`src/rtl/sctag_vd_byp_ctl.sv`:
```
// sctag_vd_byp_ctl: VD bypass selects, VD array write port and BIST/diag write serialisation.
// Optional saturating bypass-event counter enabled by `define SCTAG_VD_BYP_CNT_EN.
module sctag_vd_byp_ctl #(
    parameter int IDX_W = 10,
    parameter int CNT_W = 16
) (
    input  logic             rclk,
    input  logic             rst_l,
    input  logic             vuad_acc_c1,
    input  logic [IDX_W-1:0] vuad_idx_c1,
    input  logic             vuad_wen_c3,
    input  logic             diag_wr_req,
    input  logic [IDX_W-1:0] diag_wr_idx,
    output logic             vuad_sel_rd,
    output logic             vuad_sel_c2,
    output logic             vuad_sel_c2orc3,
    output logic             vuad_sel_c4,
    output logic             vuad_sel_c2_d1,
    output logic             sel_vd_wr_data_byp,
    output logic             vd_array_wen_c4,
    output logic [IDX_W-1:0] vd_array_widx_c4,
    output logic             bistordiag_wr_vd_c4,
    output logic             diag_stall,
    output logic             diag_wr_ack,
    output logic [CNT_W-1:0] byp_cnt
);
    typedef enum logic [1:0] {IDLE, DRAIN, WRITE} state_t;
    state_t                      state_q, state_d;
    logic [5:2]                  acc_q;
    logic [5:2][IDX_W-1:0]       idx_q;
    logic [5:4]                  wen_q;
    logic                        sel_c2_d1_q, byp_q;
    logic                        m2, m3, m4, m5, diag_wr;

    // C2/C3 updates are still speculative, so any valid C2 access counts as a writer.
    assign m2 = vuad_acc_c1 & acc_q[2] & (idx_q[2] == vuad_idx_c1);
    assign m3 = vuad_acc_c1 & acc_q[3] & vuad_wen_c3 & (idx_q[3] == vuad_idx_c1);
    assign m4 = vuad_acc_c1 & wen_q[4] & (idx_q[4] == vuad_idx_c1);
    assign m5 = vuad_acc_c1 & wen_q[5] & (idx_q[5] == vuad_idx_c1);

    assign vuad_sel_c2         = m2;
    assign vuad_sel_c2orc3     = m2 | m3;
    assign vuad_sel_c4         = m4;
    assign vuad_sel_rd         = ~(m2 | m3 | m4 | m5);
    assign vuad_sel_c2_d1      = sel_c2_d1_q;
    assign sel_vd_wr_data_byp  = byp_q;

    assign diag_wr             = (state_q == WRITE);
    assign diag_stall          = (state_q == DRAIN) | diag_wr;
    assign diag_wr_ack         = diag_wr;
    assign bistordiag_wr_vd_c4 = diag_wr;
    assign vd_array_wen_c4     = wen_q[4] | diag_wr;
    assign vd_array_widx_c4    = diag_wr ? diag_wr_idx : idx_q[4];

    always_ff @(posedge rclk) begin
        if (!rst_l) begin
            state_q     <= IDLE;
            acc_q       <= '0;
            idx_q       <= '0;
            wen_q       <= '0;
            sel_c2_d1_q <= 1'b0;
            byp_q       <= 1'b0;
        end else begin
            state_q     <= state_d;
            acc_q       <= {acc_q[4:2], vuad_acc_c1};
            idx_q       <= {idx_q[4:2], vuad_idx_c1};
            wen_q       <= {wen_q[4], vuad_wen_c3 & acc_q[3]};
            sel_c2_d1_q <= m2;
            byp_q       <= m5;
        end
    end

    // The diag write waits until C1..C5 hold no access, so it never collides with a pipeline write.
    always_comb begin
        state_d = state_q;
        case (state_q)
            IDLE:    state_d = diag_wr_req ? DRAIN : IDLE;
            DRAIN:   state_d = !diag_wr_req ? IDLE : (|{vuad_acc_c1, acc_q}) ? DRAIN : WRITE;
            default: state_d = IDLE;
        endcase
    end

`ifdef SCTAG_VD_BYP_CNT_EN
    logic [CNT_W-1:0] cnt_q;
    always_ff @(posedge rclk) begin
        if (!rst_l)
            cnt_q <= '0;
        else if (!vuad_sel_rd && !(&cnt_q))
            cnt_q <= cnt_q + CNT_W'(1);
    end
    assign byp_cnt = cnt_q;
`else
    assign byp_cnt = '0;
`endif
endmodule

```
`config.mk`:
```
export PLATFORM = sky130hd
export DESIGN_NAME = sctag_vd_byp_ctl
export DESIGN_NICKNAME = d
export VERILOG_FILES = /design/src/rtl/sctag_vd_byp_ctl.sv
export SDC_FILE = /design/constraint.sdc
export NUM_CORES = 1
export LEC_CHECK = 0
export CAP_MARGIN = 40
export CORE_MARGIN = 1
export CORE_UTILIZATION = 30
export CTS_BUF_LIST = sky130_fd_sc_hd__clkbuf_4 sky130_fd_sc_hd__clkbuf_8
export DETAILED_ROUTE_END_ITERATION = 7
export SYNTH_ARGS = -nofsm -noshare
export SYNTH_HDL_FRONTEND = slang
export SYNTH_SLANG_ARGS = --single-unit
```
`constraint.sdc`:
```
create_clock -name rclk -period 7.3 [get_ports rclk]
set_clock_uncertainty 0.05 [all_clocks]
set_input_delay 2.19 -clock rclk [delete_from_list [all_inputs] [get_ports rclk]]
set_output_delay 2.19 -clock rclk [all_outputs]
set_load 0.05 [all_outputs]
```
==> results of run 1 <==
-- worst max-delay path, delay by kind of cell --
kind                   cells  cell delay, ps
buffers and inverters      2            1330
AND/OR/NAND/NOR            3             870
XOR/XNOR                   1             220
-- state kept, by name, summed over array words and instances, names as in the netlist --
signal and count:
sel_vd_wr_data_byp 1, wen_q 2, vuad_sel_c2_d1 1, idx_q 40, state_q 2, acc_q 4
-- metal layers --
metal	track usage, %	wire, µm	vias to the layer above
li1	-	-	711
met1	15.06	1917	601
met2	17.62	1789	34
met3	2.828	161	5
met4	4.918	77	0
met5	0	0	-
-- layout by cell type, fill, tap and decap left out, drive strengths merged, types with 3 or more instances in the layout --
master and instances:
nand3 8, clkdlybuf4s50 44, dfxtp 50, nand2 5
nor2 3, conb 16, nor3 3, nand4 4
xor2 6, xnor2 34, nor4 3, clkbuf 6
and2 47, mux2 10, ha 3
-- power breakdown --
group	internal [mW]	switching, mW	leakage (nW)
clock network	0.106	0.0879	0.0548
logic	0.0339	0.0492	0.566
registers	0.281	0.00565	0.409
total	0.421	0.143	1.03
-- cell families after synthesis --
kind of cell	count (synthesis)	synth area share [%]
AO/OA/AOI/OAI	1	0.2254
XOR/XNOR	40	16.13
adder cells (fa/ha/maj)	3	1.692
buffers and inverters	35	9.870
flip-flops	50	45.12
multiplexers	10	5.076
other	1	0.1690
AND/OR/NAND/NOR	78	21.71
-- layout make-up --
type	instances	area, µm²	share of cell area (%)
multi-input cells	148	1055	38.42
clock buffers	6	76.32	2.780
inverters	2	7.507	0.2735
well taps	96	120.1	4.376
repair buffers	45	447.9	16.32
flip-flops and latches	50	1001	36.46
clock inverters	2	37.54	1.367
-- path summary, 6_finish.rpt --
| kind | start | endpoint | slack [ps] | cells after the start |
|---|---|---|---|---|
| max reg2reg | idx_q[39] | sel_vd_wr_data_byp | 5850 | 4 |
| min | acc_q[4] | acc_q[5] | 420 | 1 |
| min reg2reg | acc_q[4] | acc_q[5] | 420 | 1 |
| max | vuad_idx_c1[2] | vuad_sel_c2orc3 | 440 | 6 |
-- synthesized netlist by cell type, types with 2 or more instances --
cell	number
nand3_1	8
nor4_1	2
xor2_1	5
buf_6	3
xnor2_1	34
clkbuf_1	11
dfxtp_1	50
or4_4	2
nand2_1	5
ha_1	3
nand4_1	4
buf_4	17
inv_1	2
mux2_2	10
and2_1	46
nor3_2	2
nor2_1	3
-- stage by stage --
stage	total power [mW]	hold WS (ps)	util [%]	area, µm²
CTS	0.5727	420.2	39.32	2745
global placement	0.3772	386.4	37.69	2631
finish	0.5640	423.2	39.32	2745
detailed placement	0.3776	397.5	37.69	2631
global route	0.5929	450.0	39.32	2745
floorplan	0.3613	381.3	-	2275
==> impl_metrics.toml, run 1 <==
[route]
via_per_inst = 3.871
routedWlPerCell_um = 11.31
antenna_left = 0
dr.pass1.iters = 4
vias = 1351
routed_wl_um = 3946
drt_iter0_drc = 19
drc = 0

[synth]
synthFlopType = "dfxtp_1"
ys_seq_area_share_pct = 45.12
synthArstFlopShare_pct = 0
avgSynthCellArea_um2 = 10.18
ys_seq_elements = 50
synth_area_leaders = "dfxtp_1, xnor2_1, and2_1"
synth_area_leader_cell = "dfxtp_1"
syn_area_mm2 = 0.002218
syn_inst = 218
netlist.area_leader.share_pct = 45.12
yosysWarnings = 0
synth_edf_count = 0
ys_types = 28

[cells_and_area]
area_growth_pct = 23.74
num_antenna_cells = 0
instances_no_fill = 349
drive_above_1_share_pct = 10.67
finalNetCount = 280
fillerInstances = 703

[global_route]
grt_pass1_wl_um = 6486
grtUsageTotal_pct = 11.39
grt_max_degree = 51
overflow = 0
antenna_found_initial = 0
grt_pass1_vias = 1360

[placed_design]
dp.cells = 341
portBuffers = 44
dp_hpwl_um = 3077
dp_slack_ps = 434.1
gp_congestion = 0.7259

[cts]
path_clk_slew_ps = 80
cts_setup_buffers = 0
ctsResizeCount = 0
clockBufferDepth = 2
cts_htree_levels = 2
clock_latency_ps = 300
cts.sinks = 50
cts_made_buffers = 5
cts_tree = "built"
cts_root_buf = "clkbuf_8"
cts_hold_buf = 0

[power]
leakage_nw = 1.030
ir_drop_v = 0.00006236
p_per_area_mw_per_mm2 = 205.5

[timing]
tightest_slew_ps = 578.8
drv_slew = 0
final.setup.tns_ps = 0
setup_violations = 0
min_period_over_period_pct = 93.95
maxSlewHeadroom_pct = 61.41
period_needed_ps = 6858
fin_ws_ps = 441.8
rsz0062_at_grt = "false"
hold_violations = 0
fmax_mhz = 145.8

[status]
outcome = "completed"

[worst_setup_path]
crit_type = "in2out"
crit_chain = "clkdlybuf4s50_1 > xor2_1 > or4_4 > nor3_2 > or2_1 > clkdlybuf4s50_1"
cp_common_cell = "clkdlybuf4s50_1"
crit_path_start_kind = "input port"
critPathMaxFanout = 5
cp.required_ps = 5060
cpMaxStageDelayCell = "clkdlybuf4s50_1"
critical_path_arrival_ps = 4620
slowest_delay_ps = 800
worstSetupEndpointType = "output pin"

[die]
die_height_um = 87.99
core_area_mm2 = 0.006982
row_count = 30
die_area_mm2 = 0.007742
start_util_pct = 31.77
io_pins = 61
die_x_um = 87.99

[job]
max-cap-violations = 0

[worst_hold_path]
min_path_type = "reg2reg"
No activity file was read; power rests on OpenSTA's default activity.
==> run 2, diff against run 1 <==
CORE_ASPECT_RATIO = 1.75   (was unset)
RECOVER_POWER = 100   (was unset)
==> run 2 against run 1 <==
Compared with the run above:
- the run now ends with max-capacitance violations, max-slew violations left
- cell area is 1.5% lower
- sequential power hardly changed
- wire length is 4.0% higher
- clock power is 18% lower
- via count is 5.9% higher
- worst hold slack better by 4.1 ps
- first-iteration DRC count is 11% lower
- total power is 6.4% lower
- global-route usage is 0.87 points higher
- sequential share of layout area is 0.54 points higher
- die area is 0.18% higher
- sequential cell count stayed put
- largest cell class unchanged
==> impl_metrics.toml, run 2 (synthesized netlist as in run 1, its figures left out) <==
[power]
leakage_nw = 1.058
p_per_area_mw_per_mm2 = 195.1
ir_drop_v = 0.00009250

[cells_and_area]
reg_top3 = "idx_q x40, acc_q x4"
num_antenna_cells = 0
drive_above_1_share_pct = 10.28
finalNetCount = 280
fillerInstances = 750
multi_input_comb_area_mm2 = 0.001055
largest_reg_flops = 40
area_growth_pct = 21.94
seq_area_mm2 = 0.001001
final_common_cell = "dfxtp_1"
instances_no_fill = 339
final_cell_mix = "dfxtp_1, xnor2_1, and2_1"
top_register = "idx_q"

[worst_setup_path]
critical_path_arrival_ps = 4680
cp.required_ps = 5060
worstSetupEndpointType = "output pin"
path_depth = 6
cpMaxStageDelayCell = "dlygate4sd3_1"
slowest_delay_ps = 860
crit_chain = "clkdlybuf4s50_1 > xor2_1 > or4_4 > nor3_2 > or2_1 > dlygate4sd3_1"
critPathTopFamily = "buffers and inverters"
r2r_cells = 4
crit_path_start_kind = "input port"
critPathBufInv = 2
crit_type = "in2out"
critPathMaxFanout = 5

[cts]
cts_made_buffers = 5
cts_tree = "built"
cts_root_buf = "clkbuf_8"
cts_setup_buffers = 0
clock_latency_ps = 300
cts_htree_levels = 2
path_clk_slew_ps = 90
cts.sinks = 50
ctsResizeCount = 0
clockBufferDepth = 2
cts_hold_buf = 0

[timing]
maxSlewHeadroom_pct = -6.013
tightest_slew_ps = 1590
rsz0062_at_grt = "false"
setup_violations = 0
drv_slew = 51
final.setup.tns_ps = 0
fmax_mhz = 144.6
period_needed_ps = 6917
hold_violations = 0
min_period_over_period_pct = 94.75

[die]
row_count = 41
die_area_mm2 = 0.007756
io_pins = 61
start_util_pct = 30.89
die_x_um = 67.01
core_area_mm2 = 0.007182
die_height_um = 115.8

[placed_design]
portBuffers = 44
gp_congestion = 0.7164
dp.cells = 331
dp_hpwl_um = 3115

[status]
violations = "max-capacitance violations, max-slew violations"
outcome = "complete, but fails checks"

[global_route]
grt_pass1_wl_um = 6803
grt_max_degree = 51
antenna_found_initial = 0
grtUsageTotal_pct = 12.26
overflow = 0
grt_pass1_vias = 1389

[route]
routedWlPerCell_um = 12.10
dr.pass1.iters = 2
vias = 1431
via_per_inst = 4.221
routed_wl_um = 4103
drc = 0
drt_iter0_drc = 17
antenna_left = 0

[worst_hold_path]
whs_path_depth = 1
min_path_type = "reg2reg"

[job]
max-cap-violations = 1
==> run 2: cell types whose count changed in the layout (fill, tap and decap cells not counted), sizes merged <==
cell / before / now
clkdlybuf4s50: 44 / 23
dlygate4sd3: 0 / 21
clkinv: 0 / 2
buf: 1 / 0
bufinv: 1 / 0
==> run 2: cell type report <==
cell class / instances / share of cell area, %
Multi-Input combinational cell: 148 / 38.99
Sequential cell: 50 / 37.00
Timing Repair Buffer: 45 / 16.42
Tap cell: 86 / 3.978
Clock buffer: 5 / 2.544
Clock inverter: 3 / 0.7863
Inverter: 2 / 0.2775
==> run 2: worst paths after layout <==
| path | startpoint | endpoint | slack [ps] |
|---|---|---|---|
| worst min register to register | acc_q[4] | acc_q[5] | 430 |
| worst max register to register | idx_q[39] | sel_vd_wr_data_byp | 5870 |
| worst max-delay path | vuad_idx_c1[2] | vuad_sel_c2orc3 | 380 |
| worst min-delay path | acc_q[4] | acc_q[5] | 430 |
==> run 2: worst register-to-register path: cells and delay by family (launching register included) <==
kind | cells | cell delay [ps]
xor+xnor | 1 | 140
simple gates | 3 | 860
flops | 1 | 320
==> run 2: stage by stage <==
step                utilization (%)  hold WS (ps)  power (mW)  worst slack (ps)  area [µm²]
floorplan                         -         381.3      0.3613             89.49        2275
global placement              36.46         392.8      0.3773             450.9        2619
detailed placement            36.46         399.3      0.3778             435.0        2619
CTS                           37.72         428.7      0.5382             429.3        2709
global route                  37.67         453.6      0.5537             301.5        2705
finish                        37.67         427.3      0.5277             383.1        2705
==> run 2: routing by layer <==
layer	vias up	share of wire, %	wire, µm	global-route usage (%)
met5	-	0	0	0
met4	0	2.5	104	6.809
met3	6	3.8	157	2.362
met2	44	54	2225	21.40
met1	665	39	1615	13.46
li1	716	-	-	-
==> run 2: report_power, final <==
group	switching, mW	internal (mW)	total (mW)	leakage (nW)
Sequential	0.00565	0.281	0.287	0.409
Combinational	0.0492	0.0326	0.0818	0.604
Clock	0.0913	0.0674	0.159	0.0441
Total	0.146	0.381	0.528	1.06
==> run 3, diff against run 2 <==
SLEW_MARGIN = 20   (was unset)
==> results of run 3 <==
Final layout, timing and power as in run 2 (identical DEF).
